===== config.mk =====
export PLATFORM = sky130hd
export DESIGN_NAME = reg_scoreboard_flat
export DESIGN_NICKNAME = d
export VERILOG_FILES = /design/src/rtl/reg_scoreboard_if.sv /design/src/rtl/reg_scoreboard.sv /design/src/flat_wrapper.sv
export SDC_FILE = /design/constraint.sdc
export NUM_CORES = 1
export LEC_CHECK = 0
export BUFFER_PORTS_ARGS = -buffer_cell sky130_fd_sc_hd__buf_2
export CORE_AREA = 2 2 80 82
export CTS_CLUSTER_DIAMETER = 40
export DETAILED_ROUTE_END_ITERATION = 8
export DIE_AREA = 0 0 82 84
export PLACE_DENSITY = 0.76
export SYNTH_ARGS = -nofsm -noshare
export SYNTH_HDL_FRONTEND = slang
export SYNTH_SLANG_ARGS = --single-unit

===== constraint.sdc =====
create_clock -name clk -period 4.1 [get_ports clk]
set_input_delay 0.615 -clock clk [delete_from_list [all_inputs] [get_ports clk]]
set_output_delay 0.615 -clock clk [all_outputs]
set_load 0.05 [all_outputs]

===== src/rtl/reg_scoreboard_if.sv =====
// Bundle of ID-stage issue, WB-stage write port and scoreboard status signals.
// The optional stall_cnt signal exists only when SCOREBOARD_STATS_EN is defined.
interface reg_scoreboard_if #(
  parameter int unsigned NUM_REGS = 15,
  parameter int unsigned ADDR_W   = 4
);
  logic                issue_valid;
  logic                issue_wb_en;
  logic [ADDR_W-1:0]   issue_dest;
  logic [ADDR_W-1:0]   src1;
  logic [ADDR_W-1:0]   src2;
  logic                two_src;
  logic                flush;
  logic                wb_en;
  logic [ADDR_W-1:0]   wb_dest;
  logic                hazard;
  logic [NUM_REGS-1:0] busy_mask;
  logic                underflow_err;
`ifdef SCOREBOARD_STATS_EN
  logic [15:0]         stall_cnt;
`endif

  modport master (
    output issue_valid, issue_wb_en, issue_dest, src1, src2, two_src, flush,
    output wb_en, wb_dest,
`ifdef SCOREBOARD_STATS_EN
    input  stall_cnt,
`endif
    input  hazard, busy_mask, underflow_err
  );

  modport slave (
    input  issue_valid, issue_wb_en, issue_dest, src1, src2, two_src, flush,
    input  wb_en, wb_dest,
`ifdef SCOREBOARD_STATS_EN
    output stall_cnt,
`endif
    output hazard, busy_mask, underflow_err
  );
endinterface


===== src/rtl/reg_scoreboard.sv =====
// Register scoreboard: per-register pending-write counters with RAW/WAW-limit stall.
// Optional feature macro SCOREBOARD_STATS_EN adds a saturating stall cycle counter.
module reg_scoreboard #(
  parameter int unsigned NUM_REGS = 15,
  parameter int unsigned ADDR_W   = 4,
  parameter int unsigned CNT_W    = 2
) (
  input  logic             clk,
  input  logic             rst,
  reg_scoreboard_if.slave  sb
);
  localparam logic [CNT_W-1:0] CNT_MAX = '1;

  logic [CNT_W-1:0]    count_q [NUM_REGS];
  logic [CNT_W-1:0]    count_d [NUM_REGS];
  logic [CNT_W-1:0]    eff     [NUM_REGS];
  logic                underflow_q, underflow_d;
  logic [NUM_REGS-1:0] hit, dec, busy_now, busy_eff, full_eff;
  logic                src1_haz, src2_haz, dest_haz;
  logic                hazard_c, issue_fire;

  // Effective counts see same-cycle write-back since the RF writes on the falling edge
  always_comb begin
    hit = '0;
    dec = '0;
    busy_now = '0;
    busy_eff = '0;
    full_eff = '0;
    src1_haz = 1'b0;
    src2_haz = 1'b0;
    dest_haz = 1'b0;
    for (int r = 0; r < NUM_REGS; r++) begin
      busy_now[r] = (count_q[r] != '0);
      hit[r]      = sb.wb_en && (sb.wb_dest == ADDR_W'(r));
      dec[r]      = hit[r] && busy_now[r];
      eff[r]      = count_q[r] - CNT_W'(dec[r]);
      busy_eff[r] = (eff[r] != '0);
      full_eff[r] = (eff[r] == CNT_MAX);
      if (sb.src1 == ADDR_W'(r) && busy_eff[r]) src1_haz = 1'b1;
      if (sb.src2 == ADDR_W'(r) && busy_eff[r]) src2_haz = 1'b1;
      if (sb.issue_dest == ADDR_W'(r) && full_eff[r]) dest_haz = 1'b1;
    end
    hazard_c = sb.issue_valid && !sb.flush &&
               (src1_haz || (sb.two_src && src2_haz) || (sb.issue_wb_en && dest_haz));
    issue_fire = sb.issue_valid && sb.issue_wb_en && !hazard_c && !sb.flush &&
                 (sb.issue_dest < ADDR_W'(NUM_REGS));
  end

  always_comb begin
    underflow_d = underflow_q || ((hit & ~busy_now) != '0);
    for (int r = 0; r < NUM_REGS; r++) begin
      count_d[r] = count_q[r];
      if (issue_fire && (sb.issue_dest == ADDR_W'(r)) && !dec[r])
        count_d[r] = count_q[r] + CNT_W'(1);
      else if (dec[r] && !(issue_fire && (sb.issue_dest == ADDR_W'(r))))
        count_d[r] = count_q[r] - CNT_W'(1);
    end
  end

  always_ff @(posedge clk or posedge rst) begin
    if (rst) begin
      for (int r = 0; r < NUM_REGS; r++) count_q[r] <= '0;
      underflow_q <= 1'b0;
    end else begin
      for (int r = 0; r < NUM_REGS; r++) count_q[r] <= count_d[r];
      underflow_q <= underflow_d;
    end
  end

  assign sb.hazard        = hazard_c;
  assign sb.busy_mask     = busy_now;
  assign sb.underflow_err = underflow_q;

`ifdef SCOREBOARD_STATS_EN
  logic [15:0] stall_cnt_q, stall_cnt_d;

  always_comb begin
    stall_cnt_d = stall_cnt_q;
    if (hazard_c && (stall_cnt_q != 16'hFFFF)) stall_cnt_d = stall_cnt_q + 16'd1;
  end

  always_ff @(posedge clk or posedge rst) begin
    if (rst) stall_cnt_q <= '0;
    else     stall_cnt_q <= stall_cnt_d;
  end

  assign sb.stall_cnt = stall_cnt_q;
`endif
endmodule


===== src/flat_wrapper.sv =====
// flat-port wrapper written by rule: the top's interface ports become plain ports
module reg_scoreboard_flat 
#(
  parameter int unsigned NUM_REGS = 15,
  parameter int unsigned ADDR_W   = 4,
  parameter int unsigned CNT_W    = 2
)
  (clk, rst, sb_issue_valid, sb_issue_wb_en, sb_issue_dest, sb_src1, sb_src2, sb_two_src, sb_flush, sb_wb_en, sb_wb_dest, sb_hazard, sb_busy_mask, sb_underflow_err);
  reg_scoreboard_if #(.NUM_REGS(NUM_REGS), .ADDR_W(ADDR_W)) sb_i ();
  input  logic clk;
  input  logic rst;
  input wire logic [$bits(sb_i.issue_valid)-1:0] sb_issue_valid;
  input wire logic [$bits(sb_i.issue_wb_en)-1:0] sb_issue_wb_en;
  input wire logic [$bits(sb_i.issue_dest)-1:0] sb_issue_dest;
  input wire logic [$bits(sb_i.src1)-1:0] sb_src1;
  input wire logic [$bits(sb_i.src2)-1:0] sb_src2;
  input wire logic [$bits(sb_i.two_src)-1:0] sb_two_src;
  input wire logic [$bits(sb_i.flush)-1:0] sb_flush;
  input wire logic [$bits(sb_i.wb_en)-1:0] sb_wb_en;
  input wire logic [$bits(sb_i.wb_dest)-1:0] sb_wb_dest;
  output wire logic [$bits(sb_i.hazard)-1:0] sb_hazard;
  output wire logic [$bits(sb_i.busy_mask)-1:0] sb_busy_mask;
  output wire logic [$bits(sb_i.underflow_err)-1:0] sb_underflow_err;
  assign sb_i.issue_valid = sb_issue_valid;
  assign sb_i.issue_wb_en = sb_issue_wb_en;
  assign sb_i.issue_dest = sb_issue_dest;
  assign sb_i.src1 = sb_src1;
  assign sb_i.src2 = sb_src2;
  assign sb_i.two_src = sb_two_src;
  assign sb_i.flush = sb_flush;
  assign sb_i.wb_en = sb_wb_en;
  assign sb_i.wb_dest = sb_wb_dest;
  assign sb_hazard = sb_i.hazard;
  assign sb_busy_mask = sb_i.busy_mask;
  assign sb_underflow_err = sb_i.underflow_err;
  reg_scoreboard #(.NUM_REGS(NUM_REGS), .ADDR_W(ADDR_W), .CNT_W(CNT_W)) u_core (.clk(clk), .rst(rst), .sb(sb_i));
endmodule

# Word-level counts from Yosys, hierarchy flattened
# Cells that the tools add are included.
# Widths: inputs -> output; s select.
# totals
reg_bits	31
in_bits	23
output_inout_bits	17
word_cells	423
# op_classes
n_addsub	45
magnitude_cmp	1
n_eq_ne	71
mux	75
bitwise_logic	2
reduce_logical	213
# ops
operator	count
$logic_and 1x1->1	128
$eq 4x4->1 const B	28
$reduce_bool 2->1	45
$eq 4x3->1 const B	16
$mux 2	30
$mux 1	45
$eq 4x2->1 const B	8
$logic_not 1->1	32
$add 2x1->2 const B	15
$eq 2x2->1 const B	15
$sub 2x1->2	15
$sub 2x1->2 const B	15
$eq 4x1->1 const B	4
$logic_not 4->1	4
$and 15x15->15	1
$not 15->15	1
$reduce_bool 15->1	1
$lt 4x4->1 const B	1
$logic_or 1x1->1	3

# Depth between registers and ports, before layout
# logic_depth
ltp_word	34
depth_mapped	17
depth_no_buf	15

# Worst setup path before layout
# Ideal clock, no wire load.
# synth_path
path_type	in2out
start	input sb_wb_en
end	output sb_hazard
arrival_ps	3145
required_ps	3485
path_slack_ps	340
cell_stages	11
n_path_buf	1
path_cell_list	clkbuf_1 -> or3b_2 -> or3_1 -> inv_1 -> ha_1 -> nor2b_1 -> a2bb2oi_1 -> a31oi_1 -> a211oi_2 -> o211ai_2 -> o21ba_2
# synth_between
elab_chain_len	24
word_cells_on_any_way	170
cone_classes	add/sub (15); eq/ne (15); mux (45); reduce/logical (95)
# synth_lines
item	line_no	rtl
start: declaration	flat_wrapper.sv:19	input wire logic [$bits(sb_i.wb_en)-1:0] sb_wb_en;
$logic_and 1x1->1	reg_scoreboard.sv:34	hit[r] = sb.wb_en && (sb.wb_dest == ADDR_W'(r));
$logic_and 1x1->1	reg_scoreboard.sv:35	dec[r] = hit[r] && busy_now[r];
$sub 2x1->2	reg_scoreboard.sv:36	eff[r] = count_q[r] - CNT_W'(dec[r]);
$reduce_bool 2->1	reg_scoreboard.sv:37	busy_eff[r] = (eff[r] != '0);
$logic_and 1x1->1	reg_scoreboard.sv:40	if (sb.src2 == ADDR_W'(r) && busy_eff[r]) src2_haz = 1'b1;
$mux 1 (15 in a row)	reg_scoreboard.sv:40	
$logic_and 1x1->1	reg_scoreboard.sv:44	(src1_haz || (sb.two_src && src2_haz) || (sb.issue_wb_en && dest_haz));
$logic_or 1x1->1	reg_scoreboard.sv:44	
$logic_or 1x1->1 (*)	reg_scoreboard.sv:44	
$logic_and 1x1->1 (*)	reg_scoreboard.sv:43	hazard_c = sb.issue_valid && !sb.flush &&
end: declaration	flat_wrapper.sv:21	output wire logic [$bits(sb_i.hazard)-1:0] sb_hazard;
# Every way passes the cells marked *; elsewhere a longest branch is shown, timed or not.

# Worst setup path in the final report
# layout_path
start	input sb_wb_dest[2]
end	output sb_hazard
# layout_between
elab_chain_len	25
word_cells_on_any_way	185
cone_classes	add/sub (15); eq/ne (29); mux (45); reduce/logical (96)
# layout_lines
item	line_no	rtl
start: declaration	flat_wrapper.sv:20	input wire logic [$bits(sb_i.wb_dest)-1:0] sb_wb_dest;
$logic_not 4->1	reg_scoreboard.sv:34	
$logic_and 1x1->1	reg_scoreboard.sv:34	
$logic_and 1x1->1	reg_scoreboard.sv:35	
$sub 2x1->2	reg_scoreboard.sv:36	
$reduce_bool 2->1	reg_scoreboard.sv:37	
$logic_and 1x1->1	reg_scoreboard.sv:40	
$mux 1 (15 in a row)	reg_scoreboard.sv:40	
$logic_and 1x1->1	reg_scoreboard.sv:44	
$logic_or 1x1->1	reg_scoreboard.sv:44	
$logic_or 1x1->1 (*)	reg_scoreboard.sv:44	
$logic_and 1x1->1 (*)	reg_scoreboard.sv:43	
# Marked as above.

==> out/qor.csv <==
metric,value,unit
hold slack,0.370,ns
status,"finished, final reports clean",
"Top FF cell, synth",dfrtp_1,
# H-tree levels,2,
Finish-stage setup viols,0,
fraction of layout cells with a size suffix above 1,21.0,%
Critical Path Slowest Stage Cell,or3b_2,
Slew @ Worst Pin,0.550,ns
WL met3,506,um
Tot Pwr,2.22,mW
post-route cell area,3550,um^2
Yosys warning count,0,
vias in the first global route,2795,
gp weighted congestion,0.965,
crit end category,output port,
largest net degree at the start of global routing,19,
clk_lat worst skew,0.28,ns
TritonCTS clock tree,built,
share of the synthesized area in the top cell type,24.4,%
initial core utilization,52.2,%
Resized cells post-CTS,0,
setup TNS,0,ns
worst-path fanout max,9,
fin cells,497,
"Req. time, crit path",3.48,ns
worst vdd ir,490,uV
Hold Crit Class,in2async,
first-pass GRT wire length,13.9,mm
# DRC,0,
count of pins over their slew limit,0,
Die Footprint,6890,um^2
CP Class,in2out,
"Largest stage delay, worst path",0.51,ns
crit path cell chain,buf_2 -> or3b_2 -> or3_1 -> inv_1 -> ha_1 -> nand3b_1 -> a21o_2 -> nand3_1 -> o31a_1 -> o21ba_2 -> buf_2,
Crit path buffers/inverters,3,
"Period Utilization, post-route",93.9,%
Max Clock Skew,0.00425,ns
drt wl/cell,16.9,um
Fillers,550,
Syn Inst Count,377,
most numerous cell in the Yosys netlist,inv_1,
FMAX,260,MHz
HPWL after detailed placement,6.70,mm
maxcap violations,0,
utilization after layout,58.3,%
FP Rows,29,
"FF+latch count, synth",31,
GRT Resource Usage Total,26.6,%
Worst-path clk slew,0.06,ns
clock sinks,31,
DRT met1 WL,3.75,mm
antenna-violating nets left,0,
final wirelength,8.39,mm
core area,6100,um^2
Iteration-0 DRC Markers,195,
post-synthesis average cell area,8.43,um^2
final hold vios,0,
Final min period,3.85,ns
io pins,40,
RSZ-0062 raised after global routing,false,
met2 wire length,3.93,mm
area delta synth->final,11.7,%
diodes inserted,0,
Root Driver,clkbuf_8,
Setup crit start kind,input pin,
"FFs w/ async S/R, synth",100,%
Syn Nets,430,
synth cell count leaders,"inv_1 (43), xor2_1 (34), nor2_1 (32)",
Netlist cell types,61,
CTS Hold Buffers Added,0,
sequential area share after synthesis,24.4,%
pre-CTS setup slack,0.190,ns
fin nets,473,
Post-synth EDFFs,0,
Mapped Area,3180,um^2
Final WS setup,0.251,ns
Placement Cell Area,3450,um^2
Lkg Pwr,1.78,nW
Port-buffer cells,39,
chip width,82,um
CP Data Arrival Time,3.23,ns
slew margin rel.,63.3,%
top sig layer,met4,
largest area contributor in the netlist,dfrtp_1,
Most Frequent Cell on Critical Path,buf_2,
clock buffer depth,2,
post-CTS setup buffers,0,
chip height,84,um
initial antenna violation count,0,
vias per std cell,5.75,
number of vias in the routed layout,2859,
drt pass-1 iters,4,
GR Overflow Total,0,
DP Cell Count,488,
total CTS buffers,5,
power density over the cells,625,nW/um^2
Synth area leaders,"dfrtp_1 (24%), ha_1 (12%), xor2_1 (9.4%)",
critical path's top delay family,simple AND/OR/NAND/NOR gates,
==> layer usage <==
layer	up-vias	global-route usage, %
met4	0	10.3
met2	99	41.2
met1	1378	35.9
met5	-	0
met3	12	5.30
li1	1370	-
==> cell families (layout without fill, tap and decap cells) <==
group,after synthesis,in the layout,synth area share (%)
AOI/OAI and AO/OA,44,44,10.3
adders and majority gates,30,30,11.8
and+or+nand+nor,155,155,28.1
buffers and inverters,54,97,7.56
DFF,31,31,24.4
muxes,3,3,1.38
xor gates and xnor gates,60,60,16.5
==> area by class of cell <==
class                      count  area [um^2]  area share [%]
multi-input combinational    292         2160            60.9
sequential                    31          776            21.8
timing repair buffer          47          268            7.54
inverter                      43          161            4.54
tap                           77         96.3            2.71
clock buffer                   6         82.6            2.32
clock inverter                 1         5.00           0.141
==> state kept, by name, indices dropped and copies added, names as in the netlist <==
name,cells
u_core.count_q,30
u_core.sb.underflow_err,1
==> report_power, final <==
group          leakage (nW)  switching [mW]  internal [mW]
Combinational          1.35           0.839          0.477
Sequential            0.379           0.211          0.446
Clock                0.0470           0.115          0.132
==> final timing paths <==
check / startpoint / endpoint / slack (ns) / cells after the start
setup reg to reg: u_core.count_q[11] / u_core.count_q[27] / 0.50 / 16
setup / recovery: sb_wb_dest[2] / sb_hazard / 0.25 / 11
hold reg to reg: u_core.count_q[12] / u_core.count_q[12] / 0.53 / 1
hold / removal: rst / u_core.sb.underflow_err / 0.37 / 2
max in group asynchronous: rst / u_core.count_q[18] / 3.05 / 3
min in group clk: u_core.count_q[12] / u_core.count_q[12] / 0.53 / 1
==> worst register-to-register path, stage by stage (launching register included) <==
cell       delay [ns]
dfrtp_1          0.45
or2_2            0.36
nand3_1          0.19
inv_1            0.07
ha_1             0.32
or3b_1           0.36
o2111ai_1        0.11
o21ai_1          0.10
a211oi_2         0.24
o211ai_2         0.15
buf_4            0.17
buf_12           0.14
nor3_1           0.24
ha_1             0.21
xor2_1           0.16
nor2_1           0.07
xor2_1           0.14
==> layout by cell type, fill, tap and decap left out, types with 10 or more instances in the layout <==
master / n
nor2_1: 32
ha_1: 30
xor2_1: 34
inv_1: 43
nor2b_1: 13
buf_2: 39
xnor2_1: 26
nand2_1: 11
dfrtp_1: 31
nor3_2: 10
nand3_1: 27
Power figures use the tool's default switching activity.
